--- config.mk ---
export PLATFORM = sky130hd
export DESIGN_NAME = bus_master
export DESIGN_NICKNAME = d
export VERILOG_FILES = /design/src/rtl/bus_master.sv
export SDC_FILE = /design/constraint.sdc
export NUM_CORES = 1
export LEC_CHECK = 0
export CAP_MARGIN = 20
export CORE_ASPECT_RATIO = 1.4
export CORE_MARGIN = 10
export CORE_UTILIZATION = 39
export DETAILED_ROUTE_END_ITERATION = 16
export GPL_TIMING_DRIVEN = 0
export PLACE_DENSITY = 0.88
export SLEW_MARGIN = 20
export SYNTH_ARGS = -nofsm -noshare
export SYNTH_HDL_FRONTEND = slang
export SYNTH_SLANG_ARGS = --single-unit
--- constraint.sdc ---
create_clock -name clk -period 1.7 [get_ports clk]
set_input_delay 0.425 -clock clk [delete_from_list [all_inputs] [get_ports clk]]
set_output_delay 0.425 -clock clk [all_outputs]
set_load 0.01 [all_outputs]
--- src/rtl/bus_master.sv ---
// rtl/bus_master.sv - two-phase valid/ready register bus initiator, one outstanding transaction
// Optional per-phase wait timeout enabled by defining BUS_MASTER_TIMEOUT_EN.
module bus_master #(
  parameter int ADDR_W         = 32,
  parameter int DATA_W         = 32,
  parameter int TIMEOUT_CYCLES = 16
) (
  input  logic              clk,
  input  logic              reset,
  input  logic              cmd_valid,
  output logic              cmd_ready,
  input  logic              cmd_write,
  input  logic [ADDR_W-1:0] cmd_addr,
  input  logic [DATA_W-1:0] cmd_wdata,
  output logic              rsp_valid,
  input  logic              rsp_ready,
  output logic [DATA_W-1:0] rsp_rdata,
  output logic              rsp_err,
  output logic              bus_valid,
  output logic              bus_read,
  output logic              bus_write,
  output logic [ADDR_W-1:0] bus_addr,
  output logic [DATA_W-1:0] bus_write_data,
  input  logic              bus_ready,
  input  logic [DATA_W-1:0] bus_read_data
);

  typedef enum logic [1:0] {S_IDLE, S_ADDR, S_DATA, S_RESP} state_t;

  if (TIMEOUT_CYCLES < 2 || TIMEOUT_CYCLES > 65535) begin : g_timeout_cycles_out_of_range
  end

  state_t              state_q, state_d;
  logic                cmd_ready_q, cmd_ready_d;
  logic                rsp_valid_q, rsp_valid_d;
  logic [DATA_W-1:0]   rsp_rdata_q, rsp_rdata_d;
  logic                bus_valid_q, bus_valid_d;
  logic                bus_read_q, bus_read_d;
  logic                bus_write_q, bus_write_d;
  logic [ADDR_W-1:0]   bus_addr_q, bus_addr_d;
  logic [DATA_W-1:0]   bus_write_data_q, bus_write_data_d;
  logic                handshake;

`ifdef BUS_MASTER_TIMEOUT_EN
  localparam logic [15:0] TIMEOUT_LAST = 16'(TIMEOUT_CYCLES - 1);
  logic                rsp_err_q, rsp_err_d;
  logic [15:0]         wait_cnt_q, wait_cnt_d;
  logic                timeout;
`endif

  always_comb begin
    state_d          = state_q;
    cmd_ready_d      = cmd_ready_q;
    rsp_valid_d      = rsp_valid_q;
    rsp_rdata_d      = rsp_rdata_q;
    bus_valid_d      = bus_valid_q;
    bus_read_d       = bus_read_q;
    bus_write_d      = bus_write_q;
    bus_addr_d       = bus_addr_q;
    bus_write_data_d = bus_write_data_q;
    handshake        = bus_valid_q && bus_ready;
`ifdef BUS_MASTER_TIMEOUT_EN
    rsp_err_d  = rsp_err_q;
    wait_cnt_d = wait_cnt_q;
    timeout    = 1'b0;
`endif

    case (state_q)
      S_IDLE: begin
        cmd_ready_d = 1'b1;
        if (cmd_valid && cmd_ready_q) begin
          cmd_ready_d      = 1'b0;
          bus_valid_d      = 1'b1;
          bus_read_d       = !cmd_write;
          bus_write_d      = cmd_write;
          bus_addr_d       = cmd_addr;
          bus_write_data_d = cmd_wdata;
          state_d          = S_ADDR;
        end
      end
      S_ADDR: begin
        if (handshake) begin
          state_d = S_DATA;
        end
`ifdef BUS_MASTER_TIMEOUT_EN
        else if (wait_cnt_q == TIMEOUT_LAST) begin
          timeout = 1'b1;
        end else begin
          wait_cnt_d = wait_cnt_q + 16'd1;
        end
`endif
      end
      S_DATA: begin
        if (handshake) begin
          rsp_rdata_d = bus_read_q ? bus_read_data : '0;
          bus_valid_d = 1'b0;
          bus_read_d  = 1'b0;
          bus_write_d = 1'b0;
          rsp_valid_d = 1'b1;
`ifdef BUS_MASTER_TIMEOUT_EN
          rsp_err_d   = 1'b0;
`endif
          state_d     = S_RESP;
        end
`ifdef BUS_MASTER_TIMEOUT_EN
        else if (wait_cnt_q == TIMEOUT_LAST) begin
          timeout = 1'b1;
        end else begin
          wait_cnt_d = wait_cnt_q + 16'd1;
        end
`endif
      end
      S_RESP: begin
        if (rsp_ready) begin
          rsp_valid_d = 1'b0;
          cmd_ready_d = 1'b1;
`ifdef BUS_MASTER_TIMEOUT_EN
          rsp_err_d   = 1'b0;
`endif
          state_d     = S_IDLE;
        end
      end
      default: state_d = S_IDLE;
    endcase

`ifdef BUS_MASTER_TIMEOUT_EN
    // Abort only reached when no handshake happened on this edge.
    if (timeout) begin
      bus_valid_d = 1'b0;
      bus_read_d  = 1'b0;
      bus_write_d = 1'b0;
      rsp_valid_d = 1'b1;
      rsp_err_d   = 1'b1;
      rsp_rdata_d = '0;
      state_d     = S_RESP;
    end
    if (state_d != state_q) begin
      wait_cnt_d = '0;
    end
`endif
  end

  always_ff @(posedge clk) begin
    if (reset) begin
      state_q          <= S_IDLE;
      cmd_ready_q      <= 1'b0;
      rsp_valid_q      <= 1'b0;
      rsp_rdata_q      <= '0;
      bus_valid_q      <= 1'b0;
      bus_read_q       <= 1'b0;
      bus_write_q      <= 1'b0;
      bus_addr_q       <= '0;
      bus_write_data_q <= '0;
`ifdef BUS_MASTER_TIMEOUT_EN
      rsp_err_q        <= 1'b0;
      wait_cnt_q       <= '0;
`endif
    end else begin
      state_q          <= state_d;
      cmd_ready_q      <= cmd_ready_d;
      rsp_valid_q      <= rsp_valid_d;
      rsp_rdata_q      <= rsp_rdata_d;
      bus_valid_q      <= bus_valid_d;
      bus_read_q       <= bus_read_d;
      bus_write_q      <= bus_write_d;
      bus_addr_q       <= bus_addr_d;
      bus_write_data_q <= bus_write_data_d;
`ifdef BUS_MASTER_TIMEOUT_EN
      rsp_err_q        <= rsp_err_d;
      wait_cnt_q       <= wait_cnt_d;
`endif
    end
  end

  assign cmd_ready      = cmd_ready_q;
  assign rsp_valid      = rsp_valid_q;
  assign rsp_rdata      = rsp_rdata_q;
  assign bus_valid      = bus_valid_q;
  assign bus_read       = bus_read_q;
  assign bus_write      = bus_write_q;
  assign bus_addr       = bus_addr_q;
  assign bus_write_data = bus_write_data_q;
`ifdef BUS_MASTER_TIMEOUT_EN
  assign rsp_err        = rsp_err_q;
`else
  assign rsp_err        = 1'b0;
`endif

endmodule

Yosys cells after proc, flatten, opt, wreduce, memory -nomap -nowiden
Cells that the tools add are included.
{"block": "totals", "out_inout_bits": 102, "input_bits": 102, "register_bits": 103, "elab_cells": 48}
{"block": "op_classes", "n_eq_ne": 7, "reduce_logical": 13, "n_mux": 19}
{"cell": "32-bit two-way mux", "count": 1}
{"cell": "1-bit one-hot mux with 2 select lines", "count": 5}
{"cell": "1-bit two-way mux", "count": 8}
{"cell": "2-bit two-way mux", "count": 4}
{"cell": "2-bit inequality test, second input constant", "count": 4}
{"cell": "2-bit one-hot mux with 4 select lines", "count": 1}
{"cell": "2-bit AND reduction", "count": 3}
{"cell": "3-bit AND reduction", "count": 2}
{"cell": "2-bit nonzero test", "count": 3}
{"cell": "2-bit equality test, second input constant", "count": 2}
{"cell": "4-bit AND reduction", "count": 1}
{"cell": "2-bit by 1-bit equality test with 1-bit output, second input constant", "count": 1}
{"cell": "1-bit logical AND", "count": 2}
{"cell": "2-bit logical NOT", "count": 1}
{"cell": "1-bit logical NOT", "count": 1}

Longest topological paths before layout
{"block": "logic_depth", "ltp_word": 3, "mapped_depth": 7, "mapped_depth_nobuf": 5}

Least setup slack after synthesis
No wires, ideal clock.
{"block": "synth_timing", "path_type": "register to register", "startpoint": "register state_q[0]", "endpoint": "register state_q[0]", "setup_time_ns": 0.070, "slack_ns": 0.160, "t_required_ns": 1.630, "path_buffers": 0, "arrival_time_ns": 1.470, "period_less_slack_ns": 1.540, "path_stages_with_launch": 6, "cell_sequence": "dfxtp_1 inv_1 ha_1 a2bb2oi_1 or4_1 a21oi_1"}
{"block": "synth_via", "elab_chain_cells": 3, "word_cells_on_any_way": 10, "cone_classes": "7 x eq/ne; 1 x mux; 2 x reduce/logical"}
{"element": "from (decl)", "line": "33", "text": "state_t state_q, state_d;"}
{"element": "from (signal assigned)", "line": "159", "text": "state_q <= state_d;"}
{"element": "2-bit by 1-bit equality test with 1-bit output, or another cell as far along", "line": "68", "text": "case (state_q)"}
{"element": "2-bit inequality test (no line)"}
{"element": "4-bit AND reduction (no line)"}
Several ways; a longest one is shown, not always the timed one.
A chain may end at the register's enable or synchronous reset.

Final worst setup path
{"block": "layout_timing", "startpoint": "input port reset", "endpoint": "register cmd_ready_q, in the netlist cmd_ready"}
{"element": "from (decl)", "line": "9", "text": "input logic reset,"}
{"element": "to (signal assigned)", "line": "160", "text": "cmd_ready_q <= cmd_ready_d;"}
{"element": "to (decl)", "line": "34", "text": "logic cmd_ready_q, cmd_ready_d;"}
No word-level cell between the ends.

==> metrics.md <==
| Metric | Value |
|---|---|
| Area leader, netlist | dfxtp_1 |
| Post-DRT Antenna Nets | 0 |
| DRT Pass-1 Iters | 4 |
| Num CTS Buffers | 9 |
| Setup_tns | 0 ns |
| Clock tree sinks | ~100 |
| Min-Delay Path Class | flip-flop to flip-flop |
| Hpwl dp | 10.7 mm |
| Synth warn | 0 |
| Tcrit/Tclk final | roughly 99% |
| Layout Area Growth over Synthesis | 68.2% |
| Post-synthesis sequential area ratio | 54.5% |
| Setup Skew | 0.00521 ns |
| CTS tree | built |
| Total I/O pin count | between 200 and 250 |
| Worst reg-to-reg setup slack | ~0.09 ns |
| Synth unique cells | 30 |
| Worst Hold Launch | rsp_rdata[25] |
| Crit Path Class | primary input to flip-flop |
| Worst-skew pair later-pin latency | 0.33 ns |
| Post-Syn Instances | 473 |
| Vias in the first global route | 4239 |
| Post-synthesis mux area share | less than 1% |
| DRC Markers | 0 |
| Worst EP required | approximately 1.9 ns |
| Via/cell ratio | 5.08 |
| Layout cells sized above 1 | 6.96% |
| Comb pwr share | around 29% |
| FP Rows | 42 |
| Most frequent cells after synthesis | 162 x nand2_1, 103 x dfxtp_1, 99 x a21oi_1 |
| Worst Tran Pin Value | 0.519 ns |
| Final Cell Area | around 6400 sq um |
| Post-synth ARST share | 0% |
| Gr usage total | between 15 and 20% |
| Largest net degree at the start of global routing | 16 |
| Compound-gate portion of the synthesized area | between 15 and 20% |
| EDFF count, synth | 0 |
| RSZ-0062 raised after global routing | true |
| Fin. Hold Viols | 0 |
| Cell with the most instances after synthesis | nand2_1 |
| Routability Congestion | between 0.7 and 0.8 |
| Final Util | 67.2% |
| Setup Buffers After CTS | 0 |
| First-pass GRT wire length | between 20 and 25 mm |
| Mapped cell area | roughly 3800 sq um |
| Placed cell areas | around 5900 sq um |
| CP startpoint kind | primary input |
| Final min period | about 1.7 ns |
| Initial DRC Count | roughly 170 |
| VDD IR max | 0.000539 V |
| Status | finished, final reports clean |
| Clock Power Share | a little under a third |
| Max FO, Critical Path | 10 |
| Total of max-cap violations | 0 |
| Cts hold-fix bufs | 0 |
| Die Wd | 103 um |
| Top post-synthesis cells by area | dfxtp_1 55%, nand2_1 16%, a21oi_1 13%, nand3_1 4.8%, ha_1 2.0% |
| Core outline area | about 9500 sq um |
| Fillers | around 740 |
| Reg-to-Reg Start | state_q[1] |
| Vias | 4066 |
| Post-synthesis area per instance | 8.00 sq um |
| Critical path capture point type | flip-flop |
| Synth Area in XOR/XNOR | 0% |
| Number of antenna violations at the first check in global routing | 0 |
| Sequential power share | between 40% and 50% |
| Slew margin rel. | 65.4% |
| Nets | 794 |
| Hold Path Stages | 2 |
| Ys flop type | dfxtp_1 |
| R2r worst-path depth | 5 |
| Post-Route WL | about 14 mm |
| Setup violators final | 0 |
| Die area | 14100 sq um |
| Post-synth top area share | a little over half |
| Clock-pin slew of the registers on the worst-case setup and hold paths | ~0.070 ns |
| Switching share of power | between 20% and 30% |
| Mapped Nets | about 580 |
| CP Launch Point | reset |
| Pwr/cell area | 1110 nW/um^2 |
| Internal cell power | ~5000 uW |
| Largest family of logic cells by synthesized area | simple AND/OR/NAND/NOR gates |
| Max frequency | between 0.5 and 0.6 GHz |
| Hold Slack | ~0.45 ns |
| Synth Area in Adders | 1.98% |
| Psw | approximately 2000 uW |
| Die H | ~140 um |
| Port bufs | a little over 200 |
| Hold endpoint | rsp_rdata[25] |
| Simple-gate share of the synthesized area | 22.8% |
| Overflow after GRT | 0 |
| Leakage component of the power | ~0.0025 uW |
| H-tree depth | 3 |
| Worst EP arrival | about 1.9 ns |
| Initial Utilization | between 30% and 40% |
| Clock Tree Root | clkbuf_16 |
| Reg2reg end | state_q[0] |
| Antenna cells | 0 |
| Clock Path Buffers | 2 |
| Slew Viols, Final | 0 |
| Post-DR wirelength/cell | 17.0 um |
| #FFs+latches synth | between 100 and 150 |
==> worst max-delay path: stages <==
cell             delay (ns)
clkdlybuf4s50_1        0.59
clkbuf_2               0.32
buf_1                  0.45
nor2_1                 0.10
==> sequential cells by signal, summed over array words and instances (netlist names) <==
name            cells
bus_valid           1
rsp_valid           1
bus_write           1
bus_addr           32
cmd_ready           1
bus_write_data     32
rsp_rdata          32
bus_read            1
state_q             2
==> layout by cell type (no fill, tap or decap), types with 2 or more instances in the layout <==
master	Yosys	routed
dfxtp_2	0	2
mux2_1	2	2
nor2b_1	3	3
clkbuf_16	0	9
dlymetal6s2s_1	0	13
clkdlybuf4s50_1	0	186
buf_4	1	5
bufinv_16	0	2
dfxtp_1	103	101
nand2_1	162	162
buf_1	6	2
clkinv_2	0	2
clkbuf_4	0	10
dlygate4sd2_1	0	3
ha_1	6	3
clkbuf_1	18	12
nand3_1	36	35
buf_2	12	3
nor2_1	4	4
a21oi_1	99	98
clkbuf_2	0	6
inv_1	3	2
ha_2	0	2
and3_1	2	2
==> metrics by stage <==
| step | total power (uW) | instances | setup slack (ns) |
|---|---|---|---|
| 2_1_floorplan | 3820 | 473 | 0.160 |
| 3_3_place_gp | 4740 | 785 | -0.554 |
| 3_5_place_dp | 4840 | 785 | -0.516 |
| 4_1_cts | 7000 | 800 | 0.00271 |
| 5_1_grt | 7390 | 800 | -0.0346 |
| 6_report | 7030 | 800 | 0.0193 |
==> repair_timing <==
| item | 4_1_cts | 5_1_grt |
|---|---|---|
| endpoints found under the hold margin | 0 | 0 |
| resized for setup | 17 | 38 |
| pin swaps | 0 | 0 |
| setup endpoints to repair | 105 | 111 |
==> power groups by stage <==
stage               registers (uW)  clock network, uW  logic [uW]
finish                        2840               2160        2040
global placement              2870                  0        1870
floorplan                     2980                  0         842
CTS                           2830               2180        1990
detailed placement            2880                  0        1950
global route                  2870               2280        2240
==> routing by layer <==
metal / wire length [um] / vias to the layer above / part of all wire, % / track usage, %
met1: 4530 / 1880 / 33 / 17.1
met5: 0 / - / 0 / 0
met4: 339 / 0 / 2.5 / 6.98
met3: 1590 / 23 / 12 / 8.48
met2: 7100 / 181 / 52 / 34.1
li1: - / 1982 / - / -
==> final cells by class <==
class                   count  area (sq um)  share of cell area, %
plain buffers              37           206                   3.25
clock buffers              11           243                   3.82
clock inverters             4          70.1                   1.10
inverters                   3          11.3                  0.177
multi-input cells         330          1580                   24.8
flip-flops and latches    103          2060                   32.5
well taps                 110           138                   2.16
repair buffers            202          2050                   32.2
==> how the worst max path moves through the flow <==
stage / endpoint / slack [ns] / cells past startpoint
6_report: cmd_ready / 0.02 / 4
5_1_grt: state_q[0] / -0.03 / 4
4_1_cts: bus_addr[17] / 0.003 / 1
3_5_place_dp: rsp_valid / -0.52 / 4
3_3_place_gp: rsp_valid / -0.55 / 4
2_1_floorplan: state_q[0] / 0.16 / 5
==> logic make-up (layout without fill, tap and decap cells) <==
logic type                 count (synthesis)  after routing
and+or+nand+nor                          211            211
AOI/OAI and AO/OA                        109            109
DFF                                      103            103
buffers and inverters                     40            257
adders and majority gates                  6              6
muxes                                      3              3
other                                      1              1
No activity file was read; power rests on OpenSTA's default activity.
